File: src/rtl/multiport_registers_bank.sv
// General-purpose register file: N combinational read ports with write bypass, one write port,
// optional hardwired-zero r0, and a valid/ready dump engine that streams the whole bank out.
module multiport_registers_bank #(
    parameter int unsigned NB_DATA      = 32,
    parameter int unsigned NB_ADDR      = 5,
    parameter int unsigned BANK_DEPTH   = 32,
    parameter int unsigned N_READ_PORTS = 2,
    parameter int unsigned ZERO_REG     = 1
) (
    input  logic                            i_clock,
    input  logic                            i_reset,
    input  logic                            i_reg_write,
    input  logic [NB_ADDR-1:0]              i_write_reg,
    input  logic [NB_DATA-1:0]              i_write_data,
    input  logic [N_READ_PORTS*NB_ADDR-1:0] i_read_regs,
    output logic [N_READ_PORTS*NB_DATA-1:0] o_read_data,
    input  logic                            i_dump_start,
    input  logic                            i_dump_ready,
    output logic                            o_dump_valid,
    output logic [NB_ADDR-1:0]              o_dump_addr,
    output logic [NB_DATA-1:0]              o_dump_data,
    output logic                            o_dump_busy,
    output logic                            o_dump_done
);

    typedef enum logic [1:0] {StIdle, StDump, StDone} dump_state_e;

    localparam logic [NB_ADDR-1:0] LastPtr = NB_ADDR'(BANK_DEPTH - 1);

    logic [NB_DATA-1:0] bank_q [BANK_DEPTH];
    logic               write_en;
    logic               write_to_zero;

    dump_state_e        state_q, state_d;
    logic [NB_ADDR-1:0] ptr_q, ptr_d;
    logic [NB_DATA-1:0] dump_word;

    always_comb begin
        write_en      = i_reg_write && !i_reset;
        write_to_zero = (ZERO_REG != 0) && (i_write_reg == '0);
    end

    always_ff @(posedge i_clock) begin
        if (i_reset) begin
            for (int unsigned i = 0; i < BANK_DEPTH; i++) begin
                bank_q[i] <= '0;
            end
        end else if (i_reg_write && !write_to_zero) begin
            bank_q[i_write_reg] <= i_write_data;
        end
    end

    // Bypass lets decode see a value written back in the same cycle.
    for (genvar k = 0; k < N_READ_PORTS; k++) begin : g_read
        logic [NB_ADDR-1:0] rd_addr;
        assign rd_addr = i_read_regs[k*NB_ADDR +: NB_ADDR];

        always_comb begin
            if ((ZERO_REG != 0) && (rd_addr == '0)) begin
                o_read_data[k*NB_DATA +: NB_DATA] = '0;
            end else if (write_en && (rd_addr == i_write_reg)) begin
                o_read_data[k*NB_DATA +: NB_DATA] = i_write_data;
            end else begin
                o_read_data[k*NB_DATA +: NB_DATA] = bank_q[rd_addr];
            end
        end
    end

    always_ff @(posedge i_clock) begin
        if (i_reset) begin
            state_q <= StIdle;
            ptr_q   <= '0;
        end else begin
            state_q <= state_d;
            ptr_q   <= ptr_d;
        end
    end

    // Dump shows stored contents only; bypass would report a write that has not landed yet.
    always_comb begin
        if ((ZERO_REG != 0) && (ptr_q == '0)) begin
            dump_word = '0;
        end else begin
            dump_word = bank_q[ptr_q];
        end
    end

    always_comb begin
        state_d      = state_q;
        ptr_d        = ptr_q;
        o_dump_valid = 1'b0;
        o_dump_addr  = '0;
        o_dump_data  = '0;
        o_dump_busy  = 1'b0;
        o_dump_done  = 1'b0;
        unique case (state_q)
            StIdle: begin
                if (i_dump_start) begin
                    state_d = StDump;
                    ptr_d   = '0;
                end
            end
            StDump: begin
                o_dump_valid = 1'b1;
                o_dump_busy  = 1'b1;
                o_dump_addr  = ptr_q;
                o_dump_data  = dump_word;
                if (i_dump_ready) begin
                    if (ptr_q == LastPtr) begin
                        state_d = StDone;
                    end else begin
                        ptr_d = ptr_q + 1'b1;
                    end
                end
            end
            StDone: begin
                o_dump_busy = 1'b1;
                o_dump_done = 1'b1;
                state_d     = StIdle;
            end
            default: state_d = StIdle;
        endcase
    end

endmodule

File: config.mk
export PLATFORM = sky130hd
export DESIGN_NAME = multiport_registers_bank
export DESIGN_NICKNAME = d
export VERILOG_FILES = /design/src/rtl/multiport_registers_bank.sv
export SDC_FILE = /design/constraint.sdc
export NUM_CORES = 2
export LEC_CHECK = 0
export CAP_MARGIN = 20
export CORE_MARGIN = 5
export CORE_UTILIZATION = 60
export DETAILED_ROUTE_END_ITERATION = 6
export GPL_TIMING_DRIVEN = 0
export PLACE_DENSITY = 0.84
export RECOVER_POWER = 100
export SLEW_MARGIN = 30
export SYNTH_ARGS = -nofsm -noshare
export SYNTH_HDL_FRONTEND = slang
export SYNTH_SLANG_ARGS = --single-unit
File: constraint.sdc
create_clock -name i_clock -period 3.4 [get_ports i_clock]
set_clock_uncertainty 0.05 [all_clocks]
set_input_delay 0.68 -clock i_clock [delete_from_list [all_inputs] [get_ports i_clock]]
set_output_delay 0.68 -clock i_clock [all_outputs]
set_load 0.02 [all_outputs]
==> impl_metrics.json, run 1 <==
{
  "synthSimpleGateAreaFrac_pct": 12.7,
  "root_buffer": "clkbuf_16",
  "place_congestion": 1.12,
  "syn-cell-area_sq_um": 64600,
  "fp.dieH_um": 338,
  "dp_cells": 6166,
  "ioPinCount": 156,
  "initial_core_util_pct": 60.3,
  "ys_ff_latch": 1036,
  "yosysWarnings": 0,
  "hpwlAfterDp_um": 252000,
  "clockBufferDepth": 3,
  "clock_sinks": 1036,
  "stop_error": "[ERROR GRT-0232] Routing congestion too high. Check the congestion heatmap in the GUI.",
  "row_count": 120,
  "ys_async_sr_fraction_pct": 0,
  "grt_use_total_pct": 76.0,
  "io_buffers": 147,
  "synth_mux_area_share_pct": 29.7,
  "cts_hold_buf": 0,
  "synth_fa_ha_area_share_pct": 0.116,
  "outcome.stop_stage": "global routing",
  "status": "stopped before the end",
  "gr-total-overflow": 13,
  "synthXorXnorAreaFrac_pct": 0.176,
  "htreeDepth": 3,
  "grt_max_degree": 33,
  "synthCells": 4562,
  "ys_seq_area_share_pct": 48.0,
  "synth_compound_area_share_pct": 5.01,
  "numCtsBuffers": 111,
  "avgSynthCellArea_sq_um": 14.2,
  "dominantRegCellSynth": "edfxtp_1",
  "synth_edf_count": 1024,
  "die_x_um": 338,
  "synth_top_family_by_area": "multiplexers",
  "synth_cell_types": 59
}
per-stage QoR:
stage	setup WS (ns)	setup TNS [ns]	cell area [sq um]
2_1_floorplan	0.170	0	64700
3_5_place_dp	-2.81	-1055.14	68600
4_1_cts	-0.659	-27.46	81000
3_3_place_gp	-3.16	-1482.47	67900
timing repair:
| item | CTS |
|---|---|
| cloned | 9 |
| endpoints found under the setup margin | 203 |
| pin swaps | 193 |
| buffers inserted | 289 |
| resized for setup | 1853 |
| endpoints found under the hold margin | 0 |
metal layers:
| metal | overflow | global-route usage [%] |
|---|---|---|
| met1 | 0 | 76.8 |
| met2 | 8 | 88.7 |
| met3 | 0 | 65.5 |
| met4 | 5 | 70.6 |
| met5 | 0 | 45.5 |
kinds of logic after synthesis:
family / Yosys count
AOI/OAI and AO/OA: 457
xor gates and xnor gates: 13
adders and majority gates: 6
buffers and inverters: 568
DFF: 1036
muxes: 1075
other: 1
and+or+nand+nor: 1406
synth_stat cells (all sizes together), types with 43 or more instances:
master	instances	area share, %
o21ai	43	0.34
o22ai	53	0.51
a21oi	85	0.66
mux2i	383	5.9
edfxtp	1024	48
a211oi	57	0.66
nand2	54	0.31
nor3	77	0.60
mux4	670	23
a221oi	74	1.0
and2	1008	9.8
clkbuf	317	1.8
inv	72	0.42
a22oi	65	0.76
buf	177	2.0
nor2	143	0.83
==> inputs of run 2 (changes only) <==
--- a/config.mk
+++ b/config.mk
@@ -7,10 +7,10 @@
 export LEC_CHECK = 0
 export CAP_MARGIN = 20
 export CORE_MARGIN = 5
-export CORE_UTILIZATION = 60
+export CORE_UTILIZATION = 40
 export DETAILED_ROUTE_END_ITERATION = 6
 export GPL_TIMING_DRIVEN = 0
-export PLACE_DENSITY = 0.84
+export PLACE_DENSITY_LB_ADDON = 0.15
 export RECOVER_POWER = 100
 export SLEW_MARGIN = 30
 export SYNTH_ARGS = -nofsm -noshare
==> run 2 against run 1 <==
  * The flow now finishes, with violations (negative setup slack)
  * Synthesized cell count stayed put
  * Synthesized area is the same
==> impl_metrics.json, run 2 <==
{
  "status": "finished, violations left",
  "violations": "negative setup slack",
  "clock_sinks": 1036,
  "num_vias": 53681,
  "min_path_type": "reg -> reg",
  "avgSynthCellArea_sq_um": 14.2,
  "ant_nets": 0,
  "clkLatencyLatePin_ns": 0.78,
  "drc": 0,
  "synth_edf_count": 1024,
  "dr_wl_met2_um": 157000,
  "grt_pass1_wl_um": 490000,
  "grt_pass1_vias": 49957,
  "io_buffers": 147,
  "gr-total-overflow": 0,
  "ys_async_sr_fraction_pct": 0,
  "mostFrequentLayoutCell": "edfxtp_1",
  "routed_via_density": 7.03,
  "synth_most_common_cell": "edfxtp_1",
  "grt_use_total_pct": 44.5,
  "place_area_sq_um": 69600,
  "tightest_slew_ns": 1.35,
  "ys_seq_area_share_pct": 48.0,
  "stdcell_area_sq_um": 86400,
  "place_congestion": 1.08,
  "critical_path_required_ns": 2.67,
  "maxSlewViolCount": 0,
  "fp.dieH_um": 412,
  "ys_ff_latch": 1036,
  "htreeDepth": 3,
  "cts_tree": "yes",
  "fin_ws_ns": -0.744,
  "peakVddDrop_uv": 414,
  "row_count": 147,
  "hold_viol_final": 0,
  "crit_fanout": 10,
  "yosysWarnings": 0,
  "path_clk_slew_ns": 0.06,
  "wl_met1_um": 130000,
  "wl_per_cell_um": 51.0,
  "nNetsFinal": 5414,
  "core-area_sq_um": 161000,
  "numCtsBuffers": 121,
  "fmaxAchievable_ghz": 0.241,
  "worstPathCellList": "buf_12, buf_12, mux4_2, mux4_2, clkinvlp_4, o22ai_1, buf_2",
  "setup_viol": 165,
  "top_layer": "met5",
  "ioPinCount": 156,
  "antenna_found_initial": 17,
  "grt_setup_unrepaired": "true",
  "syn-cell-area_sq_um": 64600,
  "die-area_sq_um": 170000,
  "largest_reg_flops": 1024,
  "dr_wl_met3_um": 52300,
  "synth.area.top_cells": "edfxtp_1 48%, mux4_2 23%, and2_1 9.8%",
  "cp_slowest_cell": "mux4_2",
  "fin_util_pct": 53.8,
  "cp-start-kind": "register",
  "synth_largest_area_cell": "edfxtp_1",
  "path_class": "reg -> out",
  "p_per_area_nw_per_um2": 454,
  "final_cell_mix": "1024 x edfxtp_1, 670 x mux4_2, 509 x and2_0",
  "fin_crit_sh_pct": 122,
  "clockBufferDepth": 3,
  "relSlewSlack_pct": 9.88,
  "dominantRegCellSynth": "edfxtp_1",
  "critPathTopFamily": "multiplexers",
  "critPathCaptureType": "primary output",
  "drtIter0Drc": 9874,
  "grt_max_degree": 33,
  "cp_num_buf_inv": 4,
  "synthCells": 4562,
  "drive_gt1_share_pct": 42.9,
  "die_x_um": 412,
  "root_buffer": "clkbuf_16",
  "cp_data_arrival_time_ns": 3.41,
  "drt_wl_total_um": 389000,
  "max_stage_delay_ns": 0.58,
  "areaGrowthSynthToFinish_pct": 33.8,
  "regMostFlops": "bank_q",
  "hpwlAfterDp_um": 271000,
  "synth_cell_types": 59,
  "dr.pass1.iters": 7,
  "top_regs": "bank_q x1024, ptr_q x5, state_q x2",
  "yosysTopAreaCellShare_pct": 47.6,
  "hold_slack_ns": 0.482,
  "maxCapViolCount": 0,
  "initial_core_util_pct": 40.2,
  "synthTopCellsByCount": "1024 x edfxtp_1, 1007 x and2_1, 670 x mux4_2",
  "total_leakage_power_nw": 29.9,
  "period_needed_ns": 4.14
}
-- run 2: cell counts after synthesis --
No cell type changed its count.
-- run 2: metrics by stage --
stage / TNS [ns] / setup WS (ns) / cells / total power [W]
finish: -41.52 / -0.744 / 7636 / 0.0392
global route: -35.62 / -0.694 / 7619 / 0.0395
CTS: -32.37 / -0.676 / 7432 / 0.0380
detailed placement: -1181.12 / -3.37 / 6925 / 0.0229
global placement: -1608.15 / -3.65 / 6900 / 0.0228
floorplan: 0 / 0.170 / 4593 / 0.0192
-- run 2: cell type report --
cell class	instances	area [sq um]
clock buffers	152	3240
inverters	74	353
plain buffers	482	5360
clock inverters	73	801
diodes	18	45.0
well taps	2160	2700
flip-flops and latches	1036	31000
repair buffers	652	7770
fillers	13320	74200
multi-input cells	2989	35100
-- run 2: worst paths after layout --
check / slack [ns] / depth (start not counted) / endpoint / from
max: -0.74 / 7 / o_dump_data[8] / register
min: 0.48 / 2 / register / ptr_q[4]
max reg2reg: 1.25 / 8 / register / ptr_q[0]
min reg2reg: 0.48 / 2 / register / ptr_q[4]
-- run 2: cells by family after synthesis --
logic type,count (synthesis),synth area share (%)
AOI/OAI and AO/OA,457,5.01
xor gates and xnor gates,13,0.176
adders and majority gates,6,0.116
buffers and inverters,568,4.26
DFF,1036,48.0
muxes,1075,29.7
other,1,0.00581
and+or+nand+nor,1406,12.7
-- run 2: report_power, final --
| part | switching [W] | total [W] | internal [W] |
|---|---|---|---|
| clock network | 0.00591 | 0.0137 | 0.00779 |
| registers | 0.000575 | 0.0153 | 0.0148 |
| logic | 0.00591 | 0.0102 | 0.00426 |
| total | 0.0124 | 0.0392 | 0.0268 |
-- run 2: routing by layer --
layer / up-vias / track usage, %
met1: 27545 / 53.5
met5: - / 0
li1: 19482 / -
met2: 5127 / 62.2
met4: 4 / 41.8
met3: 1523 / 15.3
-- run 2: worst register-to-register path, cell delays in order (launching register included) --
cell and delay, ns:
dfxtp_1 0.36, ha_1 0.23, and3_1 0.18, ha_1 0.20, nand3b_1 0.16, a21oi_1 0.45
nand4_1 0.18, xor2_1 0.16, nor2_1 0.11
-- run 2: timing repair --
action	CTS	global route
endpoints found under the hold margin	0	0
gates cloned	14	8
resized for setup	1966	352
hold buffers	0	0
buffers inserted	274	198
pin swaps	203	196
endpoints found under the setup margin	152	101
No activity file was read; power rests on OpenSTA's default activity.
